**config.mk**
```make
export PLATFORM = sky130hd
export DESIGN_NAME = edge_debounce_array
export DESIGN_NICKNAME = d
export VERILOG_FILES = /design/src/rtl/edge_debounce_array.sv
export SDC_FILE = /design/constraint.sdc
export NUM_CORES = 1
export LEC_CHECK = 0
export CAP_MARGIN = 20
export CORE_MARGIN = 1
export CORE_UTILIZATION = 25
export CTS_BUF_LIST = sky130_fd_sc_hd__clkbuf_8
export CTS_CLUSTER_SIZE = 12
export DETAILED_ROUTE_END_ITERATION = 12
export SETUP_SLACK_MARGIN = 0.2
export SLEW_MARGIN = 10
export SYNTH_ARGS = -nofsm -noshare
export SYNTH_HDL_FRONTEND = slang
export SYNTH_SLANG_ARGS = --single-unit
```
**constraint.sdc**
```tcl
create_clock -name clk -period 1.9 [get_ports clk]
set_input_delay 0.38 -clock clk [delete_from_list [all_inputs] [get_ports clk]]
set_output_delay 0.38 -clock clk [all_outputs]
set_load 0.05 [all_outputs]
```
**src/rtl/edge_debounce_array.sv**
```systemverilog
// Multi-channel input synchroniser + debouncer with edge pulses, mode-gated events and interrupt.
// Optional sticky event flags with write-1 clear: define EDGE_DEBOUNCE_STICKY_EN.
module edge_debounce_array #(
  parameter int unsigned CH          = 4,
  parameter int unsigned SYNC_STAGES = 2,
  parameter int unsigned DB_W        = 4
) (
  input  logic              clk,
  input  logic              rst_n,
  input  logic [CH-1:0]     din,
  input  logic [DB_W-1:0]   db_len,
  input  logic [2*CH-1:0]   mode,
  input  logic [CH-1:0]     clr,
  output logic [CH-1:0]     level,
  output logic [CH-1:0]     pos_edge,
  output logic [CH-1:0]     neg_edge,
  output logic [CH-1:0]     evt,
  output logic [CH-1:0]     evt_flag,
  output logic              irq
);

  logic [DB_W-1:0] len_m1_c;
  logic [CH-1:0]   s_c;
  logic [CH-1:0]   toggle_c;
  logic [CH-1:0]   rise_en_c;
  logic [CH-1:0]   fall_en_c;
  logic [CH-1:0]   pend_pos_q;
  logic [CH-1:0]   pend_neg_q;
  logic [CH-1:0]   pend_evt_q;

  // Terminal count L-1 with db_len of 0 treated as 1.
  always_comb begin
    len_m1_c = '0;
    if (db_len != '0) begin
      len_m1_c = db_len - DB_W'(1);
    end
  end

  for (genvar i = 0; i < int'(CH); i++) begin : g_ch
    logic [SYNC_STAGES-1:0] sync_q;
    logic [DB_W-1:0]        cnt_q;

    assign s_c[i]       = sync_q[SYNC_STAGES-1];
    assign rise_en_c[i] = mode[2*i];
    assign fall_en_c[i] = mode[2*i+1];
    // >= rather than == so a shortened db_len mid-count still terminates.
    assign toggle_c[i]  = (s_c[i] != level[i]) && (cnt_q >= len_m1_c);

    always_ff @(posedge clk or negedge rst_n) begin
      if (!rst_n) begin
        sync_q <= '0;
      end else begin
        sync_q <= {sync_q[SYNC_STAGES-2:0], din[i]};
      end
    end

    always_ff @(posedge clk or negedge rst_n) begin
      if (!rst_n) begin
        cnt_q <= '0;
      end else if ((s_c[i] == level[i]) || toggle_c[i]) begin
        cnt_q <= '0;
      end else begin
        cnt_q <= cnt_q + DB_W'(1);
      end
    end
  end

  // Level update; edge and mode-gated event captured at the toggle edge, presented one edge later.
  always_ff @(posedge clk or negedge rst_n) begin
    if (!rst_n) begin
      level      <= '0;
      pend_pos_q <= '0;
      pend_neg_q <= '0;
      pend_evt_q <= '0;
      pos_edge   <= '0;
      neg_edge   <= '0;
      evt        <= '0;
    end else begin
      level      <= level ^ toggle_c;
      pend_pos_q <= toggle_c & ~level;
      pend_neg_q <= toggle_c & level;
      pend_evt_q <= (toggle_c & ~level & rise_en_c) | (toggle_c & level & fall_en_c);
      pos_edge   <= pend_pos_q;
      neg_edge   <= pend_neg_q;
      evt        <= pend_evt_q;
    end
  end

`ifdef EDGE_DEBOUNCE_STICKY_EN
  // Sticky flags: a new event wins over a simultaneous clear.
  always_ff @(posedge clk or negedge rst_n) begin
    if (!rst_n) begin
      evt_flag <= '0;
      irq      <= 1'b0;
    end else begin
      evt_flag <= evt | (evt_flag & ~clr);
      irq      <= |evt_flag;
    end
  end
`else
  logic unused_clr_c;
  assign unused_clr_c = ^clr;

  always_ff @(posedge clk or negedge rst_n) begin
    if (!rst_n) begin
      evt_flag <= '0;
      irq      <= 1'b0;
    end else begin
      evt_flag <= '0;
      irq      <= |evt;
    end
  end
`endif

endmodule

```
Word level (Yosys, flattened, before mapping)
Cells that the tools add are included.
{"block": "totals", "in_bits": 22, "word_cells": 55, "register_bits": 53}
{"block": "classes", "mux": 5, "bitwise_logic": 7, "eq_ne": 8, "magnitude_cmp": 4, "addsub": 5, "reduce_logical": 10}
{"op": "$mux W4", "n": 5}
{"op": "$add A4 B1 Y4 const B", "n": 4}
{"op": "$and A4 B4 Y4", "n": 4}
{"op": "$ge A4 B4 Y1", "n": 4}
{"op": "$eq A1 B1 Y1", "n": 4}
{"op": "$logic_and A1 B1 Y1", "n": 4}
{"op": "$logic_or A1 B1 Y1", "n": 4}
{"op": "$ne A1 B1 Y1", "n": 4}
{"op": "$not A4 Y4", "n": 1}
{"op": "$or A4 B4 Y4", "n": 1}
{"op": "$reduce_bool A4 Y1", "n": 1}
{"op": "$reduce_or A4 Y1", "n": 1}
{"op": "$sub A4 B1 Y4 const B", "n": 1}
{"op": "$xor A4 B4 Y4", "n": 1}

Logic depth before layout (Yosys ltp)
Gate-level depths: netlist of run 1.
{"block": "logic_depth", "word_depth": 7, "ltp_mapped": 7, "mapped_depth_nobuf": 7}

Worst setup path after synthesis of run 1
OpenSTA, ideal clock, no wires.
{"block": "synth_path", "path_kind": "input-to-reg", "from": "in db_len[1]", "to": "reg with a tool-made name", "stages": 7, "slack_ns": -0.084, "arrival_time_ns": 1.859, "t_required_ns": 1.775, "n_path_buf": 0, "cell_sequence": "nor3_1 > nor2_1 > ha_1 > nand2b_4 > a2111oi_4 > or2_4 > mux2_4"}
{"item": "start: declaration", "line": "11", "text": "input logic [DB_W-1:0] db_len,"}

==> results.toml, run 1 <==
[pwr]
intPower_mw = 2.44
ir_drop_uv = 493
clkPwrFrac_pct = 16.0
switching_power_mw = 1.42
total_power_mw = 3.86
comb_power_share_pct = 43.8
p_seq_share_pct = 40.2
p_leak_nw = 1.52
p_per_area_nw_per_um2 = 1150
switching_share_pct = 36.7

[routing]
wl_per_cell_um = 12.8
initialDrtViolationCount = 19
firstDrtPassIters = 2
ant_nets = 0
viasPerCell = 4.32
route.detailed.drc = 0
routed_wirelength_mm = 4.40
via_count = 1481

[worst_setup_path]
crit_chain = "buf_8 > nor2_4 > o21a_1 > a21oi_4 > buf_12 > ha_4 > a2111oi_4 > or2_4 > mux2_4"
crit_fanout = 4
cp-end-kind = "register"
startpoint_type = "input port"
critical_path_class = "input port to register"
crit_path_top_delay_cell = "a2111oi_4"
arrival_ps = 2060
critPathMaxStageDelay_ps = 360
worst_ep_required_time_ps = 2100

[timing]
post-route-min-period_ps = 1860
finalSetupViolCount = 0
worst_slack_ps = 43.6
fmaxAchievable_mhz = 539
timing.hold.ws_ps = 355
setup_tns_ps = 0
rsz0062_at_grt = "true"
maxSlewViolCount = 0
fin_crit_sh_pct = 97.7
skew_ps = 6.61
hold_violations = 0

[synth]
synthTopCellsByArea = "dfrtp_1, ha_1, a2111oi_4, xor2_1, nor2_1"
synth_top_cell_by_area = "dfrtp_1"
synth.yosys.seq_area_share_pct = 56.5
syn_area_um2 = 2350
synth-seq-cells = 53
synth.distinct_cells = 24
netlist_instances = 171
ys.warnings.count = 0
avgSynthCellArea_um2 = 13.7
yosys.area.top_type_share_pct = 56.5

[clock_tree]
clk_path_buf_depth = 2
clock_latency_ps = 310
cts_tree = "done"
cts.htree.levels = 2
clock_sinks = 53
cts-root-buf = "clkbuf_8"
cts_made_buffers = 5
clk_pin_slew_worst_paths_ps = 90

[run_status]
outcome = "completed"

[floorplanning]
core-area_um2 = 8890
fp.dieW_um = 98.9
die_area_um2 = 9780
die-height_um = 98.9
start_util_pct = 26.4
row_count = 34
io_pins = 43

[final_layout]
instances_no_fill = 343
antenna_cells = 0
area_growth_pct = 42.4
fill_cells = 832
drive_gt1_share_pct = 40.4
final_nets = 276

[global_routing]
grt_first_pass_wirelength_mm = 7.60
antenna_found_initial = 0
grt_overflow = 0
grt_pass1_vias = 1573
grtUsageTotal_pct = 9.91
grt_max_degree = 23

[placed_design]
place_congestion = 0.760
preCtsSetupSlack_ps = -829
port_buffers = 34
dp.cells = 327
detailed_place_hpwl_mm = 3.11

[run]
drv_cap = 0

[min_path]
hp-class = "register to register"
-- cell families after synthesis --
group / Yosys count / share of synthesized area (%)
simple gates: 53 / 14.8
xor+xnor: 12 / 4.48
compound gates: 19 / 8.53
other cells: 1 / 0.160
mux: 5 / 2.99
fa+ha+maj: 20 / 10.7
buf+inv: 8 / 1.92
flops: 53 / 56.5
-- worst max-delay path, delay by kind of cell --
kind                     cells  cell delay, ps
adder cells (fa/ha/maj)      1             240
multiplexers                 1             290
AO/OA/AOI/OAI                3             600
AND/OR/NAND/NOR              2             310
buffers and inverters        2             240
-- Yosys cell counts (all sizes together) --
master / count
mux2i: 1
ha: 20
inv: 4
nor3b: 8
o21a: 5
a2111oi: 4
dfrtp: 53
xnor2: 4
nand3: 4
xor2: 8
mux2: 4
or4: 1
buf: 4
nand3b: 8
nand2b: 4
nor3: 1
conb: 1
o31ai: 1
o21ai: 4
and3: 4
or2: 4
nor2: 18
nor2b: 1
a21oi: 5
-- cell type report --
cell class / instances / area, um^2 / share of cell area, %
sequential: 53 / 1330 / 39.7
multi-input combinational: 113 / 1230 / 36.9
timing repair buffer: 57 / 544 / 16.3
tap: 108 / 135 / 4.04
clock buffer: 5 / 68.8 / 2.06
clock inverter: 3 / 18.8 / 0.562
inverter: 4 / 15.0 / 0.449
-- metal layers --
metal	GRT usage (%)	part of all wire, %	vias to the layer above
li1	-	-	710
met1	13.1	46	733
met2	15.8	49	30
met3	2.77	4.0	8
met4	3.10	1.3	0
met5	0	0	-
-- placed cells by master (no fill, tap or decap), drive strengths merged --
cell / Yosys / routed
or4: 1 / 1
a2111oi: 4 / 4
nand2b: 4 / 4
o31ai: 1 / 1
nor2: 18 / 18
xnor2: 4 / 4
conb: 1 / 4
nor2b: 1 / 1
dlygate4sd3: 0 / 1
clkdlybuf4s50: 0 / 12
nor3: 1 / 1
clkinvlp: 0 / 2
o21a: 5 / 5
nor3b: 8 / 8
xor2: 8 / 8
inv: 4 / 5
clkbuf: 0 / 5
and3: 4 / 4
dfrtp: 53 / 53
ha: 20 / 20
buf: 4 / 33
nand3: 4 / 4
mux2i: 1 / 1
dlygate4sd2: 0 / 11
nand3b: 8 / 8
a21oi: 5 / 5
or2: 4 / 4
mux2: 4 / 4
o21ai: 4 / 4
-- final timing paths --
path                       depth (start not counted)             start          endpoint  slack, ps
min reg2reg                                        0     pend_neg_q[0]       neg_edge[0]        350
max                                                9         db_len[0]          register         40
max in group asynchronous                          3             rst_n  g_ch[3].cnt_q[2]        730
max reg2reg                                        6  g_ch[2].cnt_q[0]          register        120
min in group asynchronous                          2             rst_n       pos_edge[1]        520
min                                                0     pend_neg_q[0]       neg_edge[0]        350
-- through the flow --
step           instance area (um^2)  util [%]
2_1_floorplan                  2380         -
3_3_place_gp                   2920      32.9
3_5_place_dp                   2920      32.9
4_1_cts                        3280      36.9
5_1_grt                        3340      37.6
6_report                       3340      37.6
-- flip-flops by register name, indices dropped and copies added (netlist names), named ones only --
signal	cells
pend_evt_q	4
irq	1
pos_edge	4
evt	4
pend_pos_q	4
g_ch.cnt_q	16
pend_neg_q	4
g_ch.sync_q	8
neg_edge	4
-- timing repair --
item / in CTS / in global routing
setup endpoints to repair: 43 / 32
endpoints found under the hold margin: 4 / 0
buffers inserted: 5 / 2
hold buffers: 1 / 0
resized for setup: 74 / 12
pin swaps: 17 / 14
-- power groups by stage --
stage	Combinational (mW)	Clock [mW]	Sequential (mW)
global route	1.82	0.689	1.59
floorplan	0.754	0	1.81
detailed placement	1.44	0	1.56
CTS	1.62	0.649	1.56
global placement	1.41	0	1.56
finish	1.69	0.618	1.55
No activity file was read; power rests on OpenSTA's default activity.
==> run 2: changes to the inputs <==
GPL_TIMING_DRIVEN = 1   (was default)
==> results of run 2 <==
Same layout as run 1: the final DEF is identical, and so are final timing and power.
==> run 3: changes to the inputs <==
MAX_ROUTING_LAYER = met4   (was default)
SKIP_CTS_REPAIR_TIMING = 1   (was default)
==> run 3 against run 2 <==
  * The flow now finishes with violations (negative hold slack)
  * Register-to-register slack got worse by 30 ps
  * Power rose by 0.72%
  * Sequential power barely moved
  * Fmax barely moved
  * Routed wire length rose by 0.68%
  * Hold slack got worse by 370 ps
  * Via count fell by 0.47%
  * Clock skew rose by 4.3 ps
  * Flip-flop and latch count did not move
  * Highest routed layer unchanged
==> results.toml, run 3 (synthesis gave the netlist of run 1 again) <==
[run_status]
outcome = "finished, violations left"
violations = "negative hold slack"

[worst_setup_path]
cp_common_cell = "buf_6"
arrival_ps = 2070
crit_path_top_delay_cell = "a2111oi_4"
startpoint_type = "input port"
cp-end-kind = "register"
critical_path_class = "input port to register"
critPathMaxStageDelay_ps = 360
crit_fanout = 4
r2r-start = "g_ch[2].cnt_q[0]"
crit_chain = "buf_8 > buf_6 > buf_6 > a21oi_4 > buf_12 > ha_4 > a2111oi_4 > or2_4 > mux2_4"
crit_path_start = "db_len[0]"
ff2ff_setup_slack_ps = 90
r2r_cells = 6
worst_ep_required_time_ps = 2110

[timing]
maxSlewViolCount = 0
skew_ps = 10.9
fmaxAchievable_mhz = 539
timing.hold.ws_ps = -13.0
rsz0062_at_grt = "true"
setup_tns_ps = 0
relSlewSlack_pct = 66.4
post-route-min-period_ps = 1860
fin_crit_sh_pct = 97.7
hold_violations = 16
worstMarginPinSlew_ps = 504
finalSetupViolCount = 0

[pwr]
ir_drop_uv = 498
p_per_area_nw_per_um2 = 1170
p_leak_nw = 1.65

[routing]
routed_wirelength_mm = 4.43
wl_per_cell_um = 12.9
route.detailed.drc = 0
ant_nets = 0
viasPerCell = 4.31
initialDrtViolationCount = 29
via_count = 1474
firstDrtPassIters = 4

[clock_tree]
clock_latency_ps = 310
clock_sinks = 53
cts-root-buf = "clkbuf_8"
cts_tree = "done"
clk_path_buf_depth = 2
cts.htree.levels = 2
cts_made_buffers = 5
clk_pin_slew_worst_paths_ps = 100

[final_layout]
drive_gt1_share_pct = 40.2
largest_register = "g_ch.cnt_q"
fill_cells = 826
final_nets = 275
largest_register_ff_count = 16
antenna_cells = 0
area_growth_pct = 41.6
instances_no_fill = 342
mostFrequentLayoutCells = "dfrtp_1, buf_4, nor2_1"
reg_top3 = "g_ch.cnt_q x16, g_ch.sync_q x8"
final_common_cell = "dfrtp_1"

[global_routing]
grt_overflow = 0
grtUsageTotal_pct = 9.55
grt_max_degree = 23
grt_first_pass_wirelength_mm = 7.13
grt_pass1_vias = 1513
antenna_found_initial = 0

[placed_design]
detailed_place_hpwl_mm = 3.11
dp.cells = 327
place_congestion = 0.770
port_buffers = 34

[floorplanning]
start_util_pct = 26.4
row_count = 34
die-height_um = 98.9
io_pins = 43
die_area_um2 = 9780
fp.dieW_um = 98.9
core-area_um2 = 8890

[min_path]
hp-class = "input port to async pin"

[run]
drv_cap = 0
[run 3: changes by cell type in the layout (fill, tap and decap cells not counted), moves of 2 or more]
cell | previous run | this run
ha_1 | 7 | 9
dlymetal6s2s_1 | 0 | 11
ha_4 | 8 | 6
dlygate4sd2_1 | 11 | 0
buf_8 | 3 | 1
buf_6 | 10 | 8
buf_4 | 18 | 22
[run 3: final cells by class]
cell class / instances / area [um^2] / share of cell area (%)
multi-input combinational: 113 / 1210 / 36.3
sequential: 53 / 1330 / 39.9
clock buffer: 5 / 68.8 / 2.07
clock inverter: 3 / 18.8 / 0.565
inverter: 4 / 15.0 / 0.452
tap: 108 / 135 / 4.06
timing repair buffer: 56 / 553 / 16.6
[run 3: worst max-delay path: cells and delay by family]
kind,cells,cell delay (ps)
and+or+nand+nor,1,190
adders and majority gates,1,210
muxes,1,290
AOI/OAI and AO/OA,2,520
buffers and inverters,4,470
[run 3: metrics by stage]
stage	cell area, um^2	power (mW)	setup slack (ps)	utilization [%]
after detailed placement	2920	3.00	-829	32.9
after global placement	2920	2.96	-752	32.9
after CTS	3010	3.63	-497	33.8
after floorplan	2380	2.56	-36.7	-
final	3320	3.88	43.4	37.4
after global routing	3320	4.12	13.0	37.4
[run 3: report_power, final]
part | switching (mW) | total (mW) | internal (mW)
combinational | 0.834 | 1.70 | 0.870
clock | 0.370 | 0.625 | 0.255
sequential | 0.222 | 1.56 | 1.33
total | 1.43 | 3.88 | 2.46
[run 3: how the worst max path moves through the flow]
stage / cells past startpoint / end
after global routing: 9 / register
after global placement: 8 / register
after floorplan: 6 / register
after CTS: 8 / register
after detailed placement: 8 / register
final: 9 / register
[run 3: layer usage]
layer | track usage (%) | part of all wire [%]
met1 | 12.4 | 46
met2 | 14.4 | 49
met3 | 2.70 | 4.4
met4 | 3.10 | 0.70
met5 | - | 0
